--- src/rtl/uart_pkg.sv ---
`default_nettype none
// ============================================================================
// Module      : uart_pkg
// Description : Shared UART definitions: receiver FSM states, default baud
//               divisor and CRC polynomial, and the byte-wise CRC-8 helper
//               also used by the transmitter checksum path.
// Revision    : 1.0 - initial release
// ============================================================================
package uart_pkg;

  localparam int         c_default_baud_div = 418;
  localparam logic [7:0] c_default_poly     = 8'h07;

  typedef enum logic [2:0] {
    IDLE  = 3'd0,
    START = 3'd1,
    DATA  = 3'd2,
    STOP  = 3'd3,
    BREAK = 3'd4
  } rx_state_t;

  // Non-reflected CRC-8, MSB first: fold the byte in, then 8 shift/XOR steps.
  function automatic logic [7:0] crc8_byte(input logic [7:0] crc_in,
                                           input logic [7:0] byte_in,
                                           input logic [7:0] poly);
    logic [7:0] c;
    c = crc_in ^ byte_in;
    for (int i = 0; i < 8; i++) begin
      if (c[7]) c = {c[6:0], 1'b0} ^ poly;
      else      c = {c[6:0], 1'b0};
    end
    return c;
  endfunction

endpackage
`default_nettype wire

--- src/rtl/uart_rx_sync.sv ---
`default_nettype none
// ============================================================================
// Module      : uart_rx_sync
// Description : Two-flop synchroniser for an asynchronous input. Both flops
//               reset to 1 so an idle-high line reads idle out of reset.
// Revision    : 1.0 - initial release
// ============================================================================
module uart_rx_sync (
  input  logic clk,
  input  logic rst,
  input  logic i_d,
  output logic o_q
);

  logic r_meta;

  // Two-stage capture of the asynchronous input, reset to the idle level.
  always_ff @(posedge clk or posedge rst) begin
    if (rst) begin
      r_meta <= 1'b1;
      o_q    <= 1'b1;
    end else begin
      r_meta <= i_d;
      o_q    <= r_meta;
    end
  end

endmodule
`default_nettype wire

--- src/rtl/uart_receiver.sv ---
`default_nettype none
// ============================================================================
// Module      : uart_receiver
// Description : 8N1 UART receiver. Deserialises frames from the rx pin,
//               strobes each good byte out, flags bad stop bits and keeps a
//               running CRC-8 over all good bytes.
// Revision    : 1.0 - initial release
// ============================================================================
module uart_receiver
  import uart_pkg::*;
#(
  parameter int         BAUD_DIV = c_default_baud_div,
  parameter logic [7:0] POLY     = c_default_poly
) (
  input  logic       a,
  input  logic       b,
  input  logic       rx,
  input  logic       crc_clr,
  output logic [7:0] data,
  output logic       data_valid,
  output logic       frame_err,
  output logic [7:0] crc,
  output logic       crc_zero,
  output logic       busy
);

  localparam int            c_cnt_w     = $clog2(BAUD_DIV + 1);
  // The counter is loaded one below the wait length because the sample is
  // taken in the cycle where the counter reads zero.
  localparam logic [c_cnt_w-1:0] c_half_load = c_cnt_w'(BAUD_DIV / 2 - 1);
  localparam logic [c_cnt_w-1:0] c_full_load = c_cnt_w'(BAUD_DIV - 1);

  rx_state_t            r_state;
  logic [c_cnt_w-1:0]   r_cnt;
  logic [2:0]           r_bitcnt;
  logic [7:0]           r_shift;
  logic                 r_rxs_d;
  logic                 w_rxs;
  logic                 w_fall;
  logic [7:0]           w_crc_base;

  uart_rx_sync u_sync (
    .clk (a),
    .rst (b),
    .i_d (rx),
    .o_q (w_rxs)
  );

  assign w_fall     = r_rxs_d & ~w_rxs;
  // A clear arriving with a good byte wins, but the byte is still folded in.
  assign w_crc_base = crc_clr ? 8'h00 : crc;
  assign crc_zero   = (crc == 8'h00);

  // One-cycle delayed copy of the synchronised line for edge detection.
  always_ff @(posedge a or posedge b) begin
    if (b) r_rxs_d <= 1'b1;
    else   r_rxs_d <= w_rxs;
  end

  // Frame FSM with bit timing, shift register, registered outputs and CRC.
  always_ff @(posedge a or posedge b) begin
    if (b) begin
      r_state    <= IDLE;
      r_cnt      <= '0;
      r_bitcnt   <= 3'd0;
      r_shift    <= 8'h00;
      data       <= 8'h00;
      data_valid <= 1'b0;
      frame_err  <= 1'b0;
      crc        <= 8'h00;
      busy       <= 1'b0;
    end else begin
      data_valid <= 1'b0;
      frame_err  <= 1'b0;
      if (crc_clr) crc <= 8'h00;

      case (r_state)
        IDLE: begin
          if (w_fall) begin
            r_state  <= START;
            r_cnt    <= c_half_load;
            r_bitcnt <= 3'd0;
            busy     <= 1'b1;
          end
        end

        START: begin
          if (r_cnt == '0) begin
            if (!w_rxs) begin
              r_state <= DATA;
              r_cnt   <= c_full_load;
            end else begin
              // Line went back high before mid-start: treat as a glitch.
              r_state <= IDLE;
              busy    <= 1'b0;
            end
          end else begin
            r_cnt <= r_cnt - 1'b1;
          end
        end

        DATA: begin
          if (r_cnt == '0) begin
            r_shift <= {w_rxs, r_shift[7:1]};
            r_cnt   <= c_full_load;
            if (r_bitcnt == 3'd7) r_state <= STOP;
            else                  r_bitcnt <= r_bitcnt + 3'd1;
          end else begin
            r_cnt <= r_cnt - 1'b1;
          end
        end

        STOP: begin
          if (r_cnt == '0) begin
            if (w_rxs) begin
              data       <= r_shift;
              data_valid <= 1'b1;
              crc        <= crc8_byte(w_crc_base, r_shift, POLY);
              r_state    <= IDLE;
              busy       <= 1'b0;
            end else begin
              frame_err <= 1'b1;
              r_state   <= BREAK;
            end
          end else begin
            r_cnt <= r_cnt - 1'b1;
          end
        end

        BREAK: begin
          // Wait for the line to recover so a held-low line is one event.
          if (w_rxs) begin
            r_state <= IDLE;
            busy    <= 1'b0;
          end
        end

        default: begin
          r_state <= IDLE;
          busy    <= 1'b0;
        end
      endcase
    end
  end

endmodule
`default_nettype wire

--- config.mk ---
export PLATFORM = sky130hd
export DESIGN_NAME = uart_receiver
export DESIGN_NICKNAME = d
export VERILOG_FILES = /design/src/rtl/uart_pkg.sv /design/src/rtl/uart_rx_sync.sv /design/src/rtl/uart_receiver.sv
export SDC_FILE = /design/constraint.sdc
export NUM_CORES = 1
export LEC_CHECK = 0
export ABC_AREA = 1
export ABC_CLOCK_PERIOD_IN_PS = 2200
export CORE_MARGIN = 2
export CORE_UTILIZATION = 40
export DETAILED_ROUTE_END_ITERATION = 7
export GPL_TIMING_DRIVEN = 1
export SYNTH_ARGS = -nofsm -noshare
export SYNTH_HDL_FRONTEND = slang
export SYNTH_HIERARCHICAL = 1
export SYNTH_SLANG_ARGS = --single-unit
export TNS_END_PERCENT = 50
--- constraint.sdc ---
create_clock -name a -period 2.2 [get_ports a]
set_clock_uncertainty 0.15 [all_clocks]
set_input_delay 0.44 -clock a [delete_from_list [all_inputs] [get_ports a]]
set_output_delay 0.44 -clock a [all_outputs]
set_load 0.02 [all_outputs]
== Word level (Yosys, flattened, before mapping) ==
Index checks and enable logic that the tools add are counted.

* Register bits after elaboration: 45
* Bits of input ports: 4
* Output and inout port bits: 20
* Word-level logic and storage cells: 115

* $add $sub $neg: 2
* Equality and inequality tests: 15
* Multiplexer cells: 62
* Bitwise operators: 12
* Reduce and logical (&&, ||, !) cells: 12

{| class="wikitable"
|+ Operators by type and width
! kind !! count
|-
| $mux 8 || 25
|-
| $mux 3 || 18
|-
| $mux 9 || 5
|-
| $pmux 9 s4 || 1
|-
| $not 3->3 || 8
|-
| $pmux 3 s5 || 1
|-
| $ne 2x2->1 const B || 7
|-
| $logic_not 9->1 || 1
|-
| $mux 1 || 9
|-
| $sub 9x1->9 const B || 1
|-
| $logic_not 8->1 || 1
|-
| $reduce_and 4->1 || 2
|-
| $xor 8x8->8 || 1
|-
| $eq 3x2->1 const B || 2
|-
| $eq 3x3->1 const B || 2
|-
| $pmux 3 s2 || 1
|-
| $reduce_and 3->1 || 2
|-
| $reduce_and 6->1 || 1
|-
| $ne 2x1->1 const B || 2
|-
| $pmux 1 s4 || 1
|-
| $reduce_bool 4->1 || 1
|-
| $add 3x1->3 const B || 1
|-
| $eq 3x1->1 const B || 1
|-
| $logic_not 3->1 || 1
|-
| other kinds (7) || 8
|}

== Depth between registers and ports, before layout ==
Gate-level depths: netlist of the first run.

* Word-level depth: 42
* Mapped depth: 12
* Depth with buffers taken out: 11

== By module ==
Netlist of the first run, hierarchy kept.

{| class="wikitable"
|+ Modules (own cells, without submodules)
! module !! instances !! cells an instance !! area an instance (sq um) !! seq. area each (sq um)
|-
| uart_receiver || 1 || 334 || 2546.2 || 1077.3
|-
| uart_rx_sync || 1 || 3 || 56.3 || 52.6
|}

== Worst setup path before layout of the first run ==
Ideal clock, no wire load.

* Path kind: register to register
* Start point: register r_cnt[0]
* End point: register r_cnt[7]
* Setup time: 124 ps
* Data arrival time: 1421 ps
* Data required time: 1926 ps
* Setup slack: 504 ps
* Stages on the path, launching flop included: 11
* Path buffers: 1
* Period minus slack after synthesis: 1696 ps
* Cell sequence: dfrtp_1 -> inv_1 -> ha_1 -> nand3_2 -> nor2_8 -> nand3b_4 -> nand2_4 -> inv_4 -> buf_6 -> nand2_2 -> nand3_1

* Word-level cells in the longest chain between the ends: 3
* Elaborated cells between the ends (all ways): 9
* Those cells by class: add/sub (1); eq/ne (2); mux (4); reduce/logical (2)

{| class="wikitable"
|+ Ends and longest elaborated chain
! item !! line !! RTL
|-
| from (decl) || uart_receiver.sv:34 || <nowiki>logic [c_cnt_w-1:0] r_cnt;</nowiki>
|-
| from (signal assigned) || uart_receiver.sv:81 || <nowiki>r_cnt <= c_half_load;</nowiki>
|-
| from (signal assigned) || uart_receiver.sv:91 || <nowiki>r_cnt <= c_full_load;</nowiki>
|-
| from (signal assigned) || uart_receiver.sv:98 || <nowiki>r_cnt <= r_cnt - 1'b1;</nowiki>
|-
| $sub 9x1->9 / $logic_not 9->1 (equally long branches) || - ||
|-
| $mux 9 (tied with other cells) || uart_receiver.sv:114 || <nowiki>if (r_cnt == '0) begin</nowiki>
|-
| $pmux 9 s4 / $reduce_and 4->1 (equally long branches) || - ||
|}

Several ways; a longest one is shown, not always the timed one. The select of a mux whose other input is x is not followed.
A chain may end at the register's enable or synchronous reset.

== Worst setup path in the final report of the first run ==
* Start point: register crc[6]
* End point: output port crc_zero

* Word-level cells in the longest chain between the ends: 1

{| class="wikitable"
|+ Ends and longest elaborated chain
! item !! line !! RTL
|-
| from (decl) || uart_receiver.sv:22 || <nowiki>output logic [7:0] crc,</nowiki>
|-
| from (signal assigned) || uart_receiver.sv:118 || <nowiki>crc <= crc8_byte(w_crc_base, r_shift, POLY);</nowiki>
|-
| $logic_not 8->1 || uart_receiver.sv:52 || <nowiki>assign crc_zero = (crc == 8'h00);</nowiki>
|-
| to (decl) || uart_receiver.sv:23 || <nowiki>output logic crc_zero,</nowiki>
|}

Every way passes these cells.

==> results of run 1 <==
==> final cells by class <==
cell class	count	area, sq um	area share [%]
clock buffers	5	68.8	2.25
multi-input cells	250	1290	42.2
flip-flops and latches	45	1130	37.0
inverters	36	138	4.50
repair buffers	32	309	10.1
clock inverters	3	25.0	0.819
well taps	77	96.3	3.15
==> layout by cell type (no fill, tap or decap), drive strengths merged <==
cell type        n
dlygate4sd2      1
buf              9
nand2          134
o22ai            1
dfstp            3
xor2             9
ha               4
and2             1
o21ai           37
nand3b           1
nand3           37
nor2            18
a21oi            3
dfrtp           42
nor3             1
nand4            2
inv             36
nor4             2
clkbuf           5
clkinvlp         1
clkinv           2
clkdlybuf4s50   22
==> per-layer routing <==
metal	wire, um	vias up	GRT usage (%)
li1	-	1135	-
met3	181	7	2.65
met1	2430	1028	21.3
met4	81	0	6.20
met5	0	-	0
met2	2690	37	28.9
==> synthesized netlist by cell type <==
master and instances:
sky130_fd_sc_hd__nand2_1 130, sky130_fd_sc_hd__dfrtp_1 42, sky130_fd_sc_hd__nand3_1 35, sky130_fd_sc_hd__inv_1 29, sky130_fd_sc_hd__o21ai_0 17, sky130_fd_sc_hd__o21ai_2 13, sky130_fd_sc_hd__nor2_1 12, sky130_fd_sc_hd__xor2_1 9
sky130_fd_sc_hd__o21ai_1 7, sky130_fd_sc_hd__inv_2 6, sky130_fd_sc_hd__buf_6 4, sky130_fd_sc_hd__ha_1 4, sky130_fd_sc_hd__dfstp_2 3, sky130_fd_sc_hd__nor2_2 3, sky130_fd_sc_hd__a21oi_1 2, sky130_fd_sc_hd__nand2_2 2
sky130_fd_sc_hd__nand2_4 2, sky130_fd_sc_hd__nand3_2 2, sky130_fd_sc_hd__nand4_1 2, sky130_fd_sc_hd__nor2_8 2, sky130_fd_sc_hd__nor4_1 2, sky130_fd_sc_hd__a21oi_2 1, sky130_fd_sc_hd__and2_1 1, sky130_fd_sc_hd__buf_2 1
sky130_fd_sc_hd__buf_4 1, sky130_fd_sc_hd__inv_4 1, sky130_fd_sc_hd__nand3b_4 1, sky130_fd_sc_hd__nor2_4 1, sky130_fd_sc_hd__nor3_1 1, sky130_fd_sc_hd__o22ai_1 1
==> registers in the layout (all words and copies together) (netlist names), 3 cells and up <==
signal and flops:
r_cnt 9, crc 8, data 8, r_shift 8
r_bitcnt 3, r_state 3
==> power by group <==
part	switching [W]	total, W	internal, W
clock network	0.000320	0.000550	0.000230
logic	0.000610	0.000954	0.000343
registers	0.0000872	0.00103	0.000939
==> worst min path at each step <==
stage | start | endpoint | depth (start not counted)
2_1_floorplan | b | u_sync/o_q | 1
3_3_place_gp | u_sync/r_meta | u_sync/o_q | 0
3_5_place_dp | u_sync/r_meta | u_sync/o_q | 0
4_1_cts | u_sync/r_meta | u_sync/o_q | 0
5_1_grt | u_sync/r_meta | u_sync/o_q | 0
6_report | u_sync/r_meta | u_sync/o_q | 0
==> what timing repair did <==
item / in CTS / in global routing
pin swaps: 0 / 0
resized for setup: 2 / 1
setup endpoints to repair: 1 / 1
gates cloned: 0 / 0
==> stage by stage <==
stage | setup slack, ps | power [W]
after floorplan | 504 | 0.00182
after global placement | 39.2 | 0.00200
after detailed placement | -13.0 | 0.00201
after CTS | 90.0 | 0.00257
after global routing | 14.5 | 0.00276
final | 119 | 0.00253
==> logic make-up (layout without fill, tap and decap cells) <==
kind of cell    Yosys count  after routing  synth area share, %
buf+inv                  42             76                 7.50
simple gates            196            196                 34.2
fa+ha+maj                 4              4                 1.92
flops                    45             45                 43.4
compound gates           41             41                 9.95
xor+xnor                  9              9                 3.03
==> impl_metrics.sql, run 1 <==
INSERT INTO impl_metrics (metric_group, metric, value, unit) VALUES
('sta', 'max_slew_margin', '70.8', '%'),
('setup_path', 'crit_cells', '3', ''),
('final_layout', 'layout.nets', '378', ''),
('sta', 'worstMarginPinSlew', '437', 'ps'),
('clock_network', 'cts_post_setup_buffers_inserted', '0', ''),
('sta', 'final_hold_viol_count', '0', ''),
('setup_path', 'worst_setup_path_startpoint', 'crc[6]', ''),
('yosys', 'synth_cell_types', '30', ''),
('yosys', 'synth_largest_area_cell', 'sky130_fd_sc_hd__dfrtp_1', ''),
('grt', 'grt_start_max_net_pins', '44', ''),
('pwr', 'power.leakage', '1.60', 'nW'),
('setup_path', 'critical_path.max_fanout', '2', ''),
('final_layout', 'design_area', '0.00306', 'sq mm'),
('setup_path', 'timing.critical_path.arrival', '1490', 'ps'),
('clock_network', 'clk_path_buf_depth', '2', ''),
('die', 'core_area', '0.00631', 'sq mm'),
('clock_network', 'clock_latency_reported_for_the_late_side_of_the_worst_skew_pair', '300', 'ps'),
('die', 'design.die.area', '0.00717', 'sq mm'),
('yosys', 'post_synth_design_cell_area', '0.00260', 'sq mm'),
('setup_path', 'ff2ff_setup_slack', '330', 'ps'),
('die', 'std_cell_rows', '29', ''),
('yosys', 'synth.yosys.warnings', '6', ''),
('final_layout', 'fin_cells', '448', ''),
('setup_path', 'critical_path.top_delay_family', 'simple AND/OR/NAND/NOR gates', ''),
('detailed_routing', 'firstDrtPassIters', '4', ''),
('yosys', 'synth.net_count', '345', ''),
('grt', 'grt_util_all_layers', '16.8', '%'),
('final_layout', 'area_delta_synth_final', '17.5', '%'),
('sta', 'final_period_minus_worst_setup_slack', '2080', 'ps'),
('final_layout', 'layout.filler_cells', '631', ''),
('final_layout', 'share_of_final_layout_standard_cells_stronger_than_drive_strength_1', '15.1', '%'),
('setup_path', 'cp_cell_sequence', 'nor4_2, and2_1, dlygate4sd2_1', ''),
('detailed_routing', 'route.final.wire_length', '5380', 'um'),
('setup_path', 'worst_path_largest_cell_delay', '420', 'ps'),
('sta', 'fin_setup_tns', '0', 'ps'),
('clock_network', 'cell_at_the_root_of_the_clock_tree', 'sky130_fd_sc_hd__clkbuf_8', ''),
('yosys', 'syn-instance-count', '337', ''),
('hold_path', 'hold_path.class', 'flop to flop', ''),
('sta', 'hold-worst-slack', '211', 'ps'),
('setup_path', 'worst_setup_path_start_kind', 'flop', ''),
('placed_design', 'place.port_buffers', '23', ''),
('yosys', 'post_synth_main_area_contributors', 'sky130_fd_sc_hd__dfrtp_1, sky130_fd_sc_hd__nand2_1, sky130_fd_sc_hd__nand3_1', ''),
('sta', 'finalSetupViolCount', '0', ''),
('setup_path', 'endpoint', 'crc_zero', ''),
('clock_network', 'htree_num_levels', '2', ''),
('setup_path', 'r2r.worst_path.cells', '9', ''),
('outcome', 'status', 'completed', ''),
('yosys', 'synth_area_per_cell', '7.72', 'sq um'),
('clock_network', 'tritoncts.num_buffers', '5', ''),
('clock_network', 'cts_sinks', '45', ''),
('setup_path', 'crit_slowest_cell', 'sky130_fd_sc_hd__dfrtp_1', ''),
('final_layout', 'fin_util', '48.4', '%'),
('setup_path', 'critPathKind', 'flop to primary output', ''),
('clock_network', 'cts_tree', 'built', ''),
('grt', 'initial_antenna_violation_count', '0', ''),
('detailed_routing', 'route.antenna.remaining_nets', '0', ''),
('yosys', 'synth_top_area_share', '40.4', '%'),
('yosys', 'yosys_register_bits', '45', ''),
('grt', 'grt_overflow_total', '0', ''),
('placed_design', 'post_place_cell_area', '0.00295', 'sq mm'),
('detailed_routing', 'via_per_inst', '4.93', ''),
('clock_network', 'cts_hold_repair.buffers', '0', ''),
('grt', 'number_of_global_route_vias_before_repair', '2256', ''),
('setup_path', 'critical_path.endpoint_type', 'primary output', ''),
('die', 'num_io_pins', '24', ''),
('detailed_routing', 'routed_length_per_placed_instance', '12.0', 'um'),
('placed_design', 'dpl.cell_count', '440', ''),
('die', 'dieWidth', '84.7', 'um'),
('setup_path', 'crit_required', '1610', 'ps'),
('detailed_routing', 'initialDrtViolationCount', '158', ''),
('die', 'floorplan.initialDensity', '41.2', '%');
Note: power is estimated with default switching activity, not from simulation.
==> inputs of run 2 (changes only) <==
--- a/config.mk
+++ b/config.mk
@@ -10,6 +10,7 @@
 export CORE_MARGIN = 2
 export CORE_UTILIZATION = 40
 export DETAILED_ROUTE_END_ITERATION = 7
+export GPL_ROUTABILITY_DRIVEN = 0
 export GPL_TIMING_DRIVEN = 1
 export SYNTH_ARGS = -nofsm -noshare
 export SYNTH_HDL_FRONTEND = slang
==> results of run 2 <==
No change in the layout: final DEF, timing and power equal those of run 1.
